**src/rtl/fft_frame_loader_if.sv**
```systemverilog
// Byte-stream handshake between an upstream sample source and the FFT frame loader.
interface fft_frame_loader_if;
    logic [7:0] in_data;
    logic       in_valid;
    logic       in_sof;
    logic       in_ready;

    modport master (output in_data, output in_valid, output in_sof, input in_ready);
    modport slave  (input in_data, input in_valid, input in_sof, output in_ready);
endinterface

```
**src/rtl/fft_frame_loader.sv**
```systemverilog
// Byte-serial front end for the 8-point FFT core: gathers 16 bytes into a shadow
// buffer, commits them to held parallel registers, and tracks the core latency.
//
// state (independent pair)  | meaning
// FILL  (shadow_full=0)     | shadow buffer accepting bytes
// FULL  (shadow_full=1)     | frame complete, waiting for core to go idle
// IDLE  (busy=0)            | no frame in the core pipeline
// BUSY  (busy=1)            | committed frame travelling through the core
module fft_frame_loader #(
    parameter int PIPE_LATENCY = 3,
    parameter int CNT_W        = 8
) (
    input  logic               clk,
    input  logic               rst,
    fft_frame_loader_if.slave  s,
    output logic [7:0]         x0_re,
    output logic [7:0]         x0_im,
    output logic [7:0]         x1_re,
    output logic [7:0]         x1_im,
    output logic [7:0]         x2_re,
    output logic [7:0]         x2_im,
    output logic [7:0]         x3_re,
    output logic [7:0]         x3_im,
    output logic [7:0]         x4_re,
    output logic [7:0]         x4_im,
    output logic [7:0]         x5_re,
    output logic [7:0]         x5_im,
    output logic [7:0]         x6_re,
    output logic [7:0]         x6_im,
    output logic [7:0]         x7_re,
    output logic [7:0]         x7_im,
    output logic               frame_valid,
    output logic               result_valid,
    output logic               busy
);

    logic [7:0]       shadow_q [16];
    logic [7:0]       shadow_d [16];
    logic [7:0]       x_q [16];
    logic [7:0]       x_d [16];
    logic [3:0]       idx_q, idx_d;
    logic             full_q, full_d;
    logic             busy_q, busy_d;
    logic [CNT_W-1:0] cnt_q, cnt_d;
    logic             fv_q, fv_d;
    logic             rv_q, rv_d;
    logic             accept;

    // Ready depends only on the buffer state so upstream never sees a combinational loop.
    assign s.in_ready = ~full_q;
    assign accept     = s.in_valid & ~full_q;

    // Next-state: byte capture, commit to output registers, and latency countdown.
    always_comb begin
        shadow_d = shadow_q;
        x_d      = x_q;
        idx_d    = idx_q;
        full_d   = full_q;
        busy_d   = busy_q;
        cnt_d    = cnt_q;
        fv_d     = 1'b0;
        rv_d     = 1'b0;

        if (accept) begin
            if (s.in_sof) begin
                // Start-of-frame resynchronises, dropping any partial frame.
                shadow_d[0] = s.in_data;
                idx_d       = 4'd1;
            end else begin
                shadow_d[idx_q] = s.in_data;
                if (idx_q == 4'd15) begin
                    full_d = 1'b1;
                    idx_d  = 4'd0;
                end else begin
                    idx_d = idx_q + 4'd1;
                end
            end
        end

        if (busy_q) begin
            cnt_d = cnt_q - 1'b1;
            if (cnt_q == CNT_W'(1)) begin
                busy_d = 1'b0;
                rv_d   = 1'b1;
            end
        end

        // Commit only when the core is idle; accept cannot coincide since full blocks it.
        if (full_q && !busy_q) begin
            x_d    = shadow_q;
            full_d = 1'b0;
            fv_d   = 1'b1;
            busy_d = 1'b1;
            cnt_d  = CNT_W'(PIPE_LATENCY);
        end
    end

    // State registers with synchronous reset; reset also cancels any in-flight result.
    always_ff @(posedge clk) begin
        if (rst) begin
            for (int i = 0; i < 16; i++) begin
                shadow_q[i] <= 8'd0;
                x_q[i]      <= 8'd0;
            end
            idx_q  <= 4'd0;
            full_q <= 1'b0;
            busy_q <= 1'b0;
            cnt_q  <= '0;
            fv_q   <= 1'b0;
            rv_q   <= 1'b0;
        end else begin
            shadow_q <= shadow_d;
            x_q      <= x_d;
            idx_q    <= idx_d;
            full_q   <= full_d;
            busy_q   <= busy_d;
            cnt_q    <= cnt_d;
            fv_q     <= fv_d;
            rv_q     <= rv_d;
        end
    end

    assign x0_re = x_q[0];
    assign x0_im = x_q[1];
    assign x1_re = x_q[2];
    assign x1_im = x_q[3];
    assign x2_re = x_q[4];
    assign x2_im = x_q[5];
    assign x3_re = x_q[6];
    assign x3_im = x_q[7];
    assign x4_re = x_q[8];
    assign x4_im = x_q[9];
    assign x5_re = x_q[10];
    assign x5_im = x_q[11];
    assign x6_re = x_q[12];
    assign x6_im = x_q[13];
    assign x7_re = x_q[14];
    assign x7_im = x_q[15];

    assign frame_valid  = fv_q;
    assign result_valid = rv_q;
    assign busy         = busy_q;

endmodule

```
**src/flat_wrapper.sv**
```systemverilog
// flat-port wrapper written by rule: the top's interface ports become plain ports
module fft_frame_loader_flat 
#(
    parameter int PIPE_LATENCY = 3,
    parameter int CNT_W        = 8
)
  (clk, rst, x0_re, x0_im, x1_re, x1_im, x2_re, x2_im, x3_re, x3_im, x4_re, x4_im, x5_re, x5_im, x6_re, x6_im, x7_re, x7_im, frame_valid, result_valid, busy, s_in_data, s_in_valid, s_in_sof, s_in_ready);
  fft_frame_loader_if s_i ();
  input  logic clk;
  input  logic rst;
  output logic [7:0] x0_re;
  output logic [7:0] x0_im;
  output logic [7:0] x1_re;
  output logic [7:0] x1_im;
  output logic [7:0] x2_re;
  output logic [7:0] x2_im;
  output logic [7:0] x3_re;
  output logic [7:0] x3_im;
  output logic [7:0] x4_re;
  output logic [7:0] x4_im;
  output logic [7:0] x5_re;
  output logic [7:0] x5_im;
  output logic [7:0] x6_re;
  output logic [7:0] x6_im;
  output logic [7:0] x7_re;
  output logic [7:0] x7_im;
  output logic frame_valid;
  output logic result_valid;
  output logic busy;
  input wire logic [$bits(s_i.in_data)-1:0] s_in_data;
  input wire logic [$bits(s_i.in_valid)-1:0] s_in_valid;
  input wire logic [$bits(s_i.in_sof)-1:0] s_in_sof;
  output wire logic [$bits(s_i.in_ready)-1:0] s_in_ready;
  assign s_i.in_data = s_in_data;
  assign s_i.in_valid = s_in_valid;
  assign s_i.in_sof = s_in_sof;
  assign s_in_ready = s_i.in_ready;
  fft_frame_loader #(.PIPE_LATENCY(PIPE_LATENCY), .CNT_W(CNT_W)) u_core (.clk(clk), .rst(rst), .s(s_i), .x0_re(x0_re), .x0_im(x0_im), .x1_re(x1_re), .x1_im(x1_im), .x2_re(x2_re), .x2_im(x2_im), .x3_re(x3_re), .x3_im(x3_im), .x4_re(x4_re), .x4_im(x4_im), .x5_re(x5_re), .x5_im(x5_im), .x6_re(x6_re), .x6_im(x6_im), .x7_re(x7_re), .x7_im(x7_im), .frame_valid(frame_valid), .result_valid(result_valid), .busy(busy));
endmodule
```
**config.mk**
```make
export PLATFORM = sky130hd
export DESIGN_NAME = fft_frame_loader_flat
export DESIGN_NICKNAME = d
export VERILOG_FILES = /design/src/rtl/fft_frame_loader_if.sv /design/src/rtl/fft_frame_loader.sv /design/src/flat_wrapper.sv
export SDC_FILE = /design/constraint.sdc
export NUM_CORES = 1
export LEC_CHECK = 0
export CORE_MARGIN = 2
export CORE_UTILIZATION = 55
export DETAILED_ROUTE_END_ITERATION = 8
export DONT_BUFFER_PORTS = 1
export HOLD_SLACK_MARGIN = 0.05
export PLACE_DENSITY = 0.73
export SLEW_MARGIN = 20
export SYNTH_ARGS = -nofsm -noshare
export SYNTH_HDL_FRONTEND = slang
export SYNTH_SLANG_ARGS = --single-unit
```
**constraint.sdc**
```tcl
create_clock -name clk -period 2.7 [get_ports clk]
set_input_delay 0.54 -clock clk [delete_from_list [all_inputs] [get_ports clk]]
set_output_delay 0.54 -clock clk [all_outputs]
set_load 0.005 [all_outputs]
```
=== Word level (Yosys, flattened, before mapping) ===
Cells that the tools add are included.

* Memories kept: 0
* Register bits after elaboration: 272
* Bits in latches: 0
* Bits in read-only memories: 0
* Input port bits: 12
* Bits in writable memories: 0

* $add $sub $neg: 2
* Bitwise logic cells: 5
* Multipliers: 0
* Div/mod/pow operators: 0
* Order comparisons: 2
* Reductions and logical operators: 8
* Multiplexer cells: 13
* Equality and inequality tests: 2
* Shift operators: 0

{| class="wikitable"
|+ Operators by type and width
! operator !! count
|-
| bitwise mux 128 bit || 1
|-
| demux 8 bit (select 4 bit) || 1
|-
| 2-to-1 mux 8 bit || 2
|-
| equality test 8 x 1 -> 1 bit (second input constant) || 1
|-
| 2-to-1 mux 4 bit || 2
|-
| subtractor 8 x 1 -> 8 bit (second input constant) || 1
|-
| >= comparator 5 bit (second input constant) || 1
|-
| less-than comparator 5 x 1 -> 1 bit (second input constant) || 1
|-
| 2-to-1 mux 1 bit || 5
|-
| NOT 4 -> 5 bit || 1
|-
| adder 4 x 1 -> 4 bit (second input constant) || 1
|-
| equality test 4 bit (second input constant) || 1
|-
| 2-to-1 mux 2 bit || 2
|-
| OR reduction 2 bit || 2
|-
| NOT 1 bit || 3
|-
| AND reduction 3 bit || 1
|-
| logical AND 1 bit || 2
|-
| AND reduction 2 bit || 1
|-
| nonzero test 2 bit || 1
|-
| bitwise AND 1 bit || 1
|-
| zero test 1 bit || 1
|}

=== Depth between registers and ports, before layout ===
* Depth in word-level cells: 7
* Depth in mapped cells: 7
* Mapped depth without buffers: 5

=== Least setup slack after synthesis ===
OpenSTA, ideal clock, no wires.

* Path kind: input-to-reg
* Start: input port rst
* End: register u_core.x_q, in the netlist u_core.x4_im[3]
* Stages on the path: 6
* Setup slack: 0.992 ns
* Data required time: 2.583 ns
* Arrival: 1.592 ns
* Cell sequence: clkbuf_1 -> inv_2 -> and2_1 -> buf_2 -> buf_2 -> a22o_1

{| class="wikitable"
|+ RTL lines
! what !! RTL line !! source
|-
| start: declaration || flat_wrapper.sv:10 || <nowiki>input logic rst;</nowiki>
|-
| end signal: indexed assignment || fft_frame_loader.sv:103 || <nowiki>x_q[i] <= 8'd0;</nowiki>
|-
| end signal: assignment || fft_frame_loader.sv:113 || <nowiki>x_q <= x_d;</nowiki>
|-
| end: declaration || fft_frame_loader.sv:39 || <nowiki>logic [7:0] x_q [16];</nowiki>
|}

=== Worst setup path in the final report ===
* Start: register u_core.busy_q, in the netlist u_core.busy
* End: register u_core.x_q, in the netlist u_core.x6_re[2]

* Word-level cells in the longest chain between the ends: 2

{| class="wikitable"
|+ Ends and longest elaborated chain
! what !! RTL line !! source
|-
| start: declaration || fft_frame_loader.sv:43 || <nowiki>logic busy_q, busy_d;</nowiki>
|-
| start signal: assignment || fft_frame_loader.sv:116 || <nowiki>busy_q <= busy_d;</nowiki>
|-
| zero test 1 bit || fft_frame_loader.sv:89 || <nowiki>if (full_q && !busy_q) begin</nowiki>
|-
| logical AND 1 bit || fft_frame_loader.sv:89 ||
|}

Every way passes these cells.
A chain may end at the register's enable or synchronous reset.

==> summary.md <==
| Metric | Value |
|---|---|
| Top-level port count | `144` |
| Share of the cycle needed by the critical path after routing | `77.9%` |
| Path category of the worst min-delay check | `input pin to flop` |
| Source of the worst hold timing path | `rst` |
| Cell at the root of the clock tree | `clkbuf_16` |
| Achievable frequency | `0.476 GHz` |
| RR Endpoint | `u_core.x6_re[2]` |
| IO Port Bufs | `0` |
| Type of the worst setup path | `flop to flop` |
| Start of the worst register-to-register path | `u_core.busy` |
| Cell Rows | `48` |
| Power density over the cells | `734 mW/mm^2` |
| Count of distinct cell types in the synthesized netlist | `47` |
| Via count | `6766` |
| Critical path arrival | `2.55 ns` |
| Worst rel slew slack | `43.7%` |
| CP Buf/Inv Count | `2` |
| FFs w/ async S/R, synth | `0%` |
| Final-report setup violation count | `0` |
| Fraction of final layout cells sized beyond drive strength 1 | `7.49%` |
| Die Width | `135 um` |
| Unrepaired setup endpoints after global routing | `no` |
| Critical Path Start | `u_core.busy` |
| Number of clock sinks seen by CTS | `272` |
| CTS H-tree depth | `1` |
| Largest driver fanout on the critical path | `71` |
| Fill count | `1397` |
| First-pass GRT wire length | `35800 um` |
| Global-route usage over all layers | `24.4%` |
| Die outline area | `0.0183 sq mm` |
| Total iterations of the first detailed-routing run | `7` |
| Number of hold-slack violations in the final timing report | `0` |
| Post-layout power | `7.59 mW` |
| CP startpoint kind | `flop` |
| Wire length per cell after detailed routing | `20.6 um` |
| Logic depth of the worst register-to-register path | `5` |
| Nets | `884` |
| Summed instance area of the synthesized netlist | `0.00950 sq mm` |
| Maximum count of clock buffers along a single path | `3` |
| Remaining antenna violation count | `0` |
| Cell leakage power | `3.92 nW` |
| Total wire length after detailed routing | `22800 um` |
| Starting density of the core | `55.5%` |
| Max-slew violations | `0` |
| Endpoint kind of the worst setup timing path | `flop` |
| Die H | `135 um` |
| Buffers inserted during post-CTS setup optimization | `0` |
| Count of flip-flops with a built-in enable after synthesis | `0` |
| Crit path required time | `3.15 ns` |
| Per-cell via count in the routed design | `6.12` |
| Post-layout util | `60.4%` |
| Largest voltage drop on the vdd net | `0.000523 V` |
| Top library cells by usage in the layout, fill and taps aside | `dfxtp_1 (272), a22o_1 (128), a21oi_1 (77)` |
| Drc violations | `0` |
| Post-Synthesis Net Count | `933` |
| Post-CTS Hold Buffers | `0` |
| Status | `complete, no violations` |
| Clock latency of the later-clocked register in the worst-skew pair | `0.52 ns` |
| Kind of cell adding the most delay to the critical path | `simple AND/OR/NAND/NOR gates` |
| Placeable core region | `0.0171 sq mm` |
| Standard cell with the maximum stage delay on the critical path | `and2_4` |
| Inserted Clock Buffers | `26` |
| Seq cells post-synth | `272` |
| Synthesis-to-layout area growth | `8.82%` |
| Cells along the critical path | `buf_4 -> nand2b_1 -> and2_4 -> buf_12 -> a22o_1` |
| Worst Skew | `0.0213 ns` |
| Initial detailed-routing violation count | `490` |
| N_diodes | `0` |
| Cells resized by post-CTS repair | `0` |
| Number of instances on the worst hold path | `1` |
| Fin Setup TNS | `0 ns` |
| Max-cap violations | `0` |
| Global placement routability congestion | `0.783` |
| Number of global-route vias before repair | `6358` |
| Worst Max-Slew Pin Slew | `0.844 ns` |
| Slowest Stage Delay on Critical Path | `0.74 ns` |
| Primary flip-flop cell chosen by synthesis mapping | `dfxtp_1` |
| Reg2Reg Setup Slack | `0.60 ns` |
| Synth warn | `0` |
| Register clock-pin slew on the reported worst setup and hold paths | `0.06 ns` |
| Most frequent standard cell in the layout excluding fill and tap cells | `dfxtp_1` |
| Post-Syn Area per Cell | `10.4 sq um` |
| Sequential cell area fraction in the yosys report | `57.3%` |
| Antenna violations before repair | `0` |
| Number of instances in the synthesized netlist | `915` |
| Post-detail-place hpwl | `13900 um` |
| Maximum number of pins on one net before global-route repair | `99` |
| Overflow left after global routing | `0` |
| Worst Hold Endpoint | `u_core.shadow_q[41]` |
| Tmin final | `2.10 ns` |
| Clock tree from TritonCTS | `done` |
## worst max path at each step
stage / slack (ns) / endpoint / cells past startpoint
detailed placement: 0.62 / u_core.x4_re[1] / 5
global route: 0.44 / u_core.x6_im[1] / 5
CTS: 0.57 / u_core.x6_im[1] / 5
finish: 0.60 / u_core.x6_re[2] / 5
global placement: 0.66 / u_core.x3_im[4] / 5
floorplan: 0.99 / u_core.x4_im[3] / 6
## cells in the mapped netlist (4+ instances only)
cell type	instances	area (sq um)
a21oi_1	77	385
a22o_1	128	1120
buf_2	39	195
clkbuf_1	46	173
dfxtp_1	272	5450
ha_1	6	75.1
inv_1	5	18.8
mux2i_1	57	571
nand2_1	70	263
nand3_1	75	375
nor2_1	6	22.5
nor2b_1	4	25.0
o21ai_0	74	370
## stage by stage
| step | cell area [sq um] | setup slack [ns] | cells | hold slack [ns] |
|---|---|---|---|---|
| floorplan | 9500 | 0.992 | 915 | 0.434 |
| global placement | 9550 | 0.661 | 1063 | 0.440 |
| detailed placement | 9550 | 0.625 | 1063 | 0.443 |
| CTS | 10300 | 0.567 | 1106 | 0.0762 |
| global route | 10300 | 0.438 | 1106 | 0.0756 |
| finish | 10300 | 0.598 | 1106 | 0.0879 |
## metal layers
layer,global-route usage (%),part of all wire [%],up-vias
li1,-,-,3222
met1,33.1,43,3285
met2,38.5,46,227
met3,6.96,8.6,32
met4,6.19,2.2,0
met5,0,0,-
## cell families after synthesis
| logic type | synth area share (%) |
|---|---|
| AOI/OAI and AO/OA | 20.5 |
| DFF | 57.3 |
| and+or+nand+nor | 10.8 |
| buffers and inverters | 4.42 |
| muxes | 6.00 |
| adders and majority gates | 0.790 |
| xor gates and xnor gates | 0.184 |
## final cells by class
class,count,area (sq um),share of cell area [%]
Tap cell,225,282,2.72
Sequential cell,272,5450,52.7
Timing Repair Buffer,12,128,1.23
Clock inverter,2,12.5,0.121
Inverter,6,22.5,0.218
Clock buffer,41,778,7.53
Multi-Input combinational cell,548,3670,35.5
## flip-flops by register name (all words and copies together) (netlist names)
name                 cells
u_core.full_q            1
u_core.x4_im             8
u_core.x3_im             8
u_core.busy              1
u_core.idx_q             4
u_core.shadow_q        128
u_core.x7_im             8
u_core.x1_im             8
u_core.x1_re             8
u_core.result_valid      1
u_core.frame_valid       1
u_core.x0_im             8
u_core.x5_re             8
u_core.x0_re             8
u_core.x6_re             8
u_core.x4_re             8
u_core.x6_im             8
u_core.x2_re             8
u_core.x2_im             8
u_core.cnt_q             8
u_core.x5_im             8
u_core.x3_re             8
u_core.x7_re             8
## power breakdown
part	switching (mW)	internal, mW	total (mW)	leakage (nW)
Sequential	0.00899	4.03	4.04	2.19
Clock	1.44	1.96	3.40	0.383
Combinational	0.118	0.0367	0.154	1.35
(Power assumes the default switching activity.)
